`src/rtl/mat_wb_ctrl.sv`:
```
// Matrix register-file writeback controller: round-robin arbitration between load and GEMM results,
// multi-row RF write sequencing and a one-cycle status release. Optional macro: MAT_WB_EARLY_RELEASE_EN.
//
// state   | meaning
// IDLE    | no transfer in flight, may accept a result
// WRITE   | writing rows 0..ROWS-1 of the latched destination, holding on rf_stall
// RELEASE | wb_write pulse for the latched destination, may accept the next result
module mat_wb_ctrl #(
    parameter int ROWS  = 4,
    parameter int ROW_W = $clog2(ROWS)
) (
    input  logic             CLK,
    input  logic             RST,
    input  logic             ld_valid,
    input  logic [3:0]       ld_rd,
    output logic             ld_ready,
    input  logic             gemm_valid,
    input  logic [3:0]       gemm_rd,
    output logic             gemm_ready,
    input  logic             rf_stall,
    output logic             rf_wen,
    output logic [3:0]       rf_sel,
    output logic [ROW_W-1:0] rf_row,
    output logic             rf_src,
    output logic             wb_write,
    output logic [3:0]       wb_sel,
    output logic             busy
);

    typedef enum logic [1:0] {IDLE, WRITE, RELEASE} state_t;

    state_t           state;
    logic             prio;
    logic             src_q;
    logic [3:0]       rd_q;
    logic [ROW_W-1:0] cnt;

    logic can_accept;
    logic grant_ld;
    logic grant_gemm;
    logic accept;
    logic last_beat;

    always_comb begin
`ifdef MAT_WB_EARLY_RELEASE_EN
        can_accept = (state == IDLE) && !RST;
`else
        can_accept = ((state == IDLE) || (state == RELEASE)) && !RST;
`endif
        grant_ld   = ld_valid && (!gemm_valid || !prio);
        grant_gemm = gemm_valid && (!ld_valid || prio);
        ld_ready   = can_accept && grant_ld;
        gemm_ready = can_accept && grant_gemm;
        accept     = ld_ready || gemm_ready;
        last_beat  = (state == WRITE) && !rf_stall && (cnt == ROW_W'(ROWS - 1));
    end

    // Data-path outputs are zeroed outside their qualifying strobe.
    always_comb begin
        rf_wen   = (state == WRITE) && !rf_stall;
        rf_sel   = rf_wen ? rd_q : 4'd0;
        rf_row   = rf_wen ? cnt : '0;
        rf_src   = rf_wen ? src_q : 1'b0;
`ifdef MAT_WB_EARLY_RELEASE_EN
        wb_write = last_beat;
`else
        wb_write = (state == RELEASE);
`endif
        wb_sel   = wb_write ? rd_q : 4'd0;
        busy     = (state != IDLE);
    end

    always_ff @(posedge CLK) begin
        if (RST) begin
            state <= IDLE;
            prio  <= 1'b0;
            src_q <= 1'b0;
            rd_q  <= 4'd0;
            cnt   <= '0;
        end else begin
            case (state)
                IDLE, RELEASE: begin
                    if (accept) begin
                        src_q <= gemm_ready;
                        rd_q  <= gemm_ready ? gemm_rd : ld_rd;
                        cnt   <= '0;
                        // Pointer moves to whichever source lost this grant.
                        prio  <= !gemm_ready;
                        state <= WRITE;
                    end else begin
                        state <= IDLE;
                    end
                end
                WRITE: begin
                    if (!rf_stall) begin
                        cnt <= cnt + 1'b1;
                        if (last_beat) begin
`ifdef MAT_WB_EARLY_RELEASE_EN
                            state <= IDLE;
`else
                            state <= RELEASE;
`endif
                        end
                    end
                end
                default: state <= IDLE;
            endcase
        end
    end

endmodule

```
`config.mk`:
```
export PLATFORM = sky130hd
export DESIGN_NAME = mat_wb_ctrl
export DESIGN_NICKNAME = d
export VERILOG_FILES = /design/src/rtl/mat_wb_ctrl.sv
export SDC_FILE = /design/constraint.sdc
export NUM_CORES = 1
export LEC_CHECK = 0
export ABC_AREA = 1
export BUFFER_PORTS_ARGS = -buffer_cell sky130_fd_sc_hd__clkbuf_2
export CAP_MARGIN = 40
export CORE_AREA = 2 2 42 44
export CTS_CLUSTER_SIZE = 28
export DETAILED_ROUTE_END_ITERATION = 16
export DIE_AREA = 0 0 44 46
export PLACE_DENSITY_LB_ADDON = 0.3
export SLEW_MARGIN = 10
export SYNTH_ARGS = -nofsm -noshare
export SYNTH_HDL_FRONTEND = slang
export SYNTH_SLANG_ARGS = --single-unit
```
`constraint.sdc`:
```
create_clock -name CLK -period 1.7 [get_ports CLK]
set_clock_uncertainty 0.15 [all_clocks]
set_input_delay 0 -clock CLK [delete_from_list [all_inputs] [get_ports CLK]]
set_output_delay 0 -clock CLK [all_outputs]
set_load 0.02 [all_outputs]
```
==> impl_results.md, run 1 <==
* Worst Hold Class: in2reg
* Slew at the pin with the worst max-slew slack at 0.306 ns
* Die area at 0.00202 mm^2
* Most frequent cell after synthesis: nor2_1
* First-pass GRT wire length at around 2700 um
* Final Hold Fails at 0
* Core ar. at roughly 0.0016 mm^2
* Mean area per synthesized cell at 7.04 um^2
* MaxCap Viol Count at 0
* Critical path fanouts, max at 10
* Skew-Pair Late Insertion Delay at around 0.27 ns
* CTS H-tree depth at 1
* Critical path capture point type: output port
* Clk slew on worst S/H paths at ~0.060 ns
* Fmax at between 600 and 700 MHz
* Ant. Diodes at 0
* Critical path's largest stage delay at roughly 0.53 ns
* Period utilization at between 90 and 100%
* Max_slew headroom at approximately four fifths
* Status: complete, no violations
* Drt wl/cell at 11.1 um
* Setup violators final at 0
* Syn_nets at 108
* Iteration-0 DRC Markers at 15
* Die Height at roughly 46 um
* Max clock buf depth at 2
* Post-synth EDFFs at 0
* Worst vdd ir at approximately 0.4 mV
* Cts repair resizes at 0
* Period minus WS final at roughly 1.5 ns
* Fillers at between 150 and 200
* Global Route Usage Sum at between 10% and 20%
* Primary FF master, synth: dfxtp_1
* FFs w/ async S/R, synth at 0%
* Detailed Route WL at ~1700 um
* Pins over their slew limit at 0
* Die W at between 40 and 50 um
* CTS tree: done
* Top cells by count, synth: nor2_1 (21), nand2_1 (11), dfxtp_1 (10), inv_1 (10), nand4_1 (9)
* Yosys reg bits at 10
* Mapped Area at between 600 and 700 um^2
* Critical path's most frequent cell: clkbuf_2
* Multi-input gate area at between 300 and 400 um^2
* Cells after synthesis at 94
* Synth-to-layout area growth at 41.8%
* Grt total ovfl at 0
* Total CTS buffers at 3
* Post-synthesis sequential area ratio at around 30%
* Vias in the first global route at 618
* Vias per cell at 4.72
* DRC at 0
* Row count at 15
* Setup crit start kind: input port
* Crit-path cells: dlygate4sd3_1 > clkbuf_2 > nor2_8 > nand3_4 > inv_2 > clkbuf_2
* Share of cells above drive strength 1 at 41.0%
* CTS Root Cell: clkbuf_4
* Crit Path Category: in2out
* Synth area leaders: dfxtp_1 (30%), nor2_1 (12%), nand4_1 (8.5%)
* Port bufs at 28
* DR pass1 iterations at 4
* Pwr Density at ~650 mW/mm^2
* Largest net degree at the start of global routing at 11
* Initial core utilization at 41.0%
* Post-synth cell types at 20
* Critical Path RT at 1.55 ns
* Post-route ant nets at 0
* RSZ-0062 raised after global routing: no
* Final setup TNS at 0 ns
* P_leak at about 0.00049 uW
* Initial antenna violation count at 0
* Syn. warnings at 0
* HPWL Detailed at between 1000 and 1500 um
* Vias at just over 700
* Arrival time at the worst endpoint at around 1.4 ns
* Gp weighted congestion at 0.758
* Fin cells at around 150
* Yosys top cell by area: dfxtp_1
* IO Count at 29
* Yosys top cell area share at 30.2%
* Reg area at ~200 um^2
* Placed Instances at between 100 and 150
* Post-layout nets at 150
* CTS Sinks at 10
* Slowest cell on crit path: dlygate4sd3_1
==> path summary, 6_finish.rpt <==
path                                from  endpoint  slack [ns]  depth (start not counted)
worst max-delay path                 RST  ld_ready        0.17                          6
worst min-delay path            ld_valid      prio        0.02                          3
worst max register to register  state[0]   rd_q[2]        0.38                          6
worst min register to register     src_q     src_q        0.32                          2
==> state kept, by name (all words and copies together), names as in the netlist <==
name	flops
state	2
cnt	2
rd_q	4
prio	1
src_q	1
==> stage by stage <==
step / total power (uW) / area (um^2) / setup WS (ns) / hold slack [ns] / util (%)
2_1_floorplan: 385 / 662 / 0.373 / 0.0170 / -
3_3_place_gp: 426 / 816 / 0.412 / 0.224 / 50.5
3_5_place_dp: 430 / 816 / 0.382 / 0.234 / 50.5
4_1_cts: 614 / 938 / 0.177 / 0.0102 / 58.1
5_1_grt: 646 / 938 / 0.0866 / 0.0485 / 58.1
6_report: 607 / 938 / 0.165 / 0.0215 / 58.1
==> metal layers <==
layer	track usage, %	vias up	part of all wire, %
met5	0	-	0
met4	7.27	0	1.4
li1	-	379	-
met2	34.1	27	48
met3	5.95	5	6.6
met1	20.7	302	44
==> final cells by class <==
type | count | area share (%)
Multi-Input combinational cell | 64 | 40.3
Timing Repair Buffer | 38 | 25.6
Sequential cell | 10 | 21.3
Inverter | 19 | 8.13
Clock buffer | 3 | 2.40
Tap cell | 17 | 2.27
==> where the power goes <==
part           switching, uW  total (uW)  internal [uW]
registers               13.7         265            251
clock network           81.7         163           81.8
logic                    108         179           71.2
==> critical path, delay by kind of cell <==
kind	cells	cell delay (ns)
buf+inv	4	1.00
simple gates	2	0.38
==> logic make-up (layout without fill, tap and decap cells) <==
family          count (synthesis)  count (layout)  share of synthesized area [%]
fa+ha+maj                       1               1                           1.89
compound gates                  5               5                           3.78
simple gates                   58              58                           51.4
buf+inv                        20              60                           12.7
flops                          10              10                           30.2
==> repair_timing <==
| action | CTS | global route |
|---|---|---|
| buffers inserted | 0 | 0 |
| hold endpoints to repair | 8 | 0 |
| endpoints found under the setup margin | 0 | 0 |
| hold buffers | 10 | 0 |
==> cell usage in the layout (no fill, tap or decap), types with 2 or more instances in the layout <==
master         netlist  layout
nor2_1              21      21
inv_1               10      10
nand4_1              9       9
dlygate4sd3_1        0      10
dfxtp_1             10      10
nand2_2              2       2
nand2_4              3       3
clkinv_2             4       4
nand2_1             11      11
o21ai_1              2       2
clkbuf_2             0      28
nor2_2               5       5
a21oi_1              3       3
clkbuf_4             0       3
nand3_4              2       2
inv_2                5       5
No activity file was read; power rests on OpenSTA's default activity.
==> run 2, diff against run 1 <==
--- a/config.mk
+++ b/config.mk
@@ -8,8 +8,8 @@
 export ABC_AREA = 1
-export BUFFER_PORTS_ARGS = -buffer_cell sky130_fd_sc_hd__clkbuf_2
 export CAP_MARGIN = 40
-export CORE_AREA = 2 2 42 44
+export CORE_AREA = 2 2 39 41
 export CTS_CLUSTER_SIZE = 28
 export DETAILED_ROUTE_END_ITERATION = 16
-export DIE_AREA = 0 0 44 46
+export DIE_AREA = 0 0 41 43
+export DONT_BUFFER_PORTS = 1
 export PLACE_DENSITY_LB_ADDON = 0.3
--- a/constraint.sdc
+++ b/constraint.sdc
@@ -4,2 +4,2 @@
 set_output_delay 0 -clock CLK [all_outputs]
-set_load 0.02 [all_outputs]
+set_load 0.05 [all_outputs]
==> run 2 against run 1 <==
Against the previous run: first-iteration DRC count shrank 40%; via count fell by 0.28%; sequential power about the same; core utilization grew 12 points; clock-buffer cell count is the same; die area decreased by 13%; critical path type unchanged; critical endpoint unchanged; largest power group unchanged.
==> impl_results.md, run 2 (synthesis results as in run 1) <==
* Drt wl/cell at 12.5 um
* Setup crit start kind: input port
* Vias in the first global route at ~620
* Reg with most FFs: rd_q
* Cts repair resizes at 0
* Worst Hold End: src_q
* Final Hold Fails at 0
* Crit Path Category: in2out
* CTS Sinks at 10
* Vias at between 700 and 800
* R2r setup slk at between 0.3 and 0.4 ns
* Commonest non-fill, non-tap cells in the layout: nor2_1 (16), dlygate4sd3_1 (12), nand2_1 (11)
* Initial core utilization at 47.8%
* Clk slew on worst S/H paths at 0.06 ns
* Iteration-0 DRC Markers at 9
* Multi-input gate area at 390 um^2
* MaxCap Viol Count at 0
* P_leak at ~0.00045 uW
* Total CTS buffers at 3
* Share of cells above drive strength 1 at between 30% and 40%
* Pins over their slew limit at 0
* Setup violators final at 0
* Die W at about 41 um
* RR Startpoint: state[0]
* Clk pwr share at between 20% and 30%
* Power Total at just over 600 uW
* Row count at 14
* Initial antenna violation count at 0
* Skew-Pair Late Insertion Delay at 0.27 ns
* Reg area at ~200 um^2
* CTS tree: done
* DR pass1 iterations at 4
* Core ar. at between 0.001 and 0.0015 mm^2
* RSZ-0062 raised after global routing: no
* Max_slew headroom at 62.0%
* Synth-to-layout area growth at 47.6%
* HPWL Detailed at ~1100 um
* Critical Path RT at approximately 1.6 ns
* Post-route ant nets at 0
* Reg2Reg Depth at 6
* Die area at 0.00176 mm^2
* Pwr Density at 635 mW/mm^2
* Final setup TNS at 0 ns
* Fmax at around 640 MHz
* Post-layout nets at around 140
* CTS H-tree depth at 1
* Period utilization at just over 90%
* Switching power share of the total at 36.0%
* Slew at the pin with the worst max-slew slack at around 0.57 ns
* Ant. Diodes at 0
* Fillers at roughly 120
* Sequential Power Share at a little over two fifths
* DRC at 0
* Period minus WS final at 1.56 ns
* Global Route Usage Sum at 24.4%
* Gp weighted congestion at around 0.75
* Layout Utilization at a little over two thirds
* Largest register FFs at 4
* Port bufs at 0
* IO Count at 29
* Worst hold slack at between 0.3 and 0.4 ns
* Hold path startpoint: src_q
* Reg2reg end: rd_q[1]
* CTS Root Cell: clkbuf_4
* Worst Hold Class: reg2reg
* Most common cell after layout, fill and taps aside: nor2_1
* Arrival time at the worst endpoint at 1.41 ns
* Critical path fanouts, max at 10
* Critical path capture point type: output port
* Logic pwr share at 30.8%
* Worst vdd ir at a little over 0.4 mV
* Detailed Route WL at about 1700 um
* Die Height at 43 um
* First-pass GRT wire length at ~2800 um
* Top Registers: rd_q x4, cnt x2, state x2
* P_int at a little under 400 uW
* NetSw at roughly 220 uW
* Vias per cell at approximately 5.2
* WHS Path Cells at 2
* Status: complete, no violations
* Grt total ovfl at 0
* Max clock buf depth at 2
* Largest net degree at the start of global routing at 11
run 2: area by class of cell:
type,count,area share (%)
timing repair buffer,25,27.4
clock buffer,3,2.30
inverter,19,7.81
sequential,10,20.5
multi-input combinational,64,39.9
tap,16,2.05
run 2: how the worst max path moves through the flow:
stage / start / endpoint / slack (ns) / cells after the start
floorplan: state[1] / wb_sel[0] / 0.01 / 4
global placement: state[0] / rd_q[0] / 0.40 / 6
detailed placement: state[0] / rd_q[0] / 0.38 / 6
CTS: state[0] / rf_sel[2] / 0.13 / 5
global route: state[0] / rf_sel[2] / 0.06 / 5
finish: RST / ld_ready / 0.14 / 4
run 2: repair_timing:
action / CTS / global route
buffers inserted: 0 / 0
hold endpoints to repair: 10 / 0
hold buffers: 12 / 0
run 2: through the flow:
stage                     std cells  worst slack, ns  instance area (um^2)
after floorplan                  94           0.0124                   674
after global placement          122            0.400                   835
after detailed placement        122            0.382                   835
after CTS                       137            0.131                   977
after global routing            137           0.0621                   977
final                           137            0.135                   977
run 2: metal layers:
metal	vias to the layer above	GRT usage (%)	share of wire, %
met2	29	35.3	51
met1	315	28.9	38
met4	0	20.0	6.5
met3	13	5.76	4.8
met5	-	0	0
li1	354	-	-
run 2: worst max-delay path: stages:
cell and delay (ns):
dlygate4sd3_1 0.75, nor2_8 0.27, nand3_4 0.15, inv_2 0.23
run 2: power groups by stage:
| stage | clock (uW) | sequential, uW | combinational (uW) |
|---|---|---|---|
| finish | 164 | 265 | 191 |
| global route | 175 | 268 | 208 |
| CTS | 166 | 265 | 188 |
| detailed placement | 0 | 271 | 156 |
| global placement | 0 | 270 | 152 |
| floorplan | 0 | 269 | 139 |
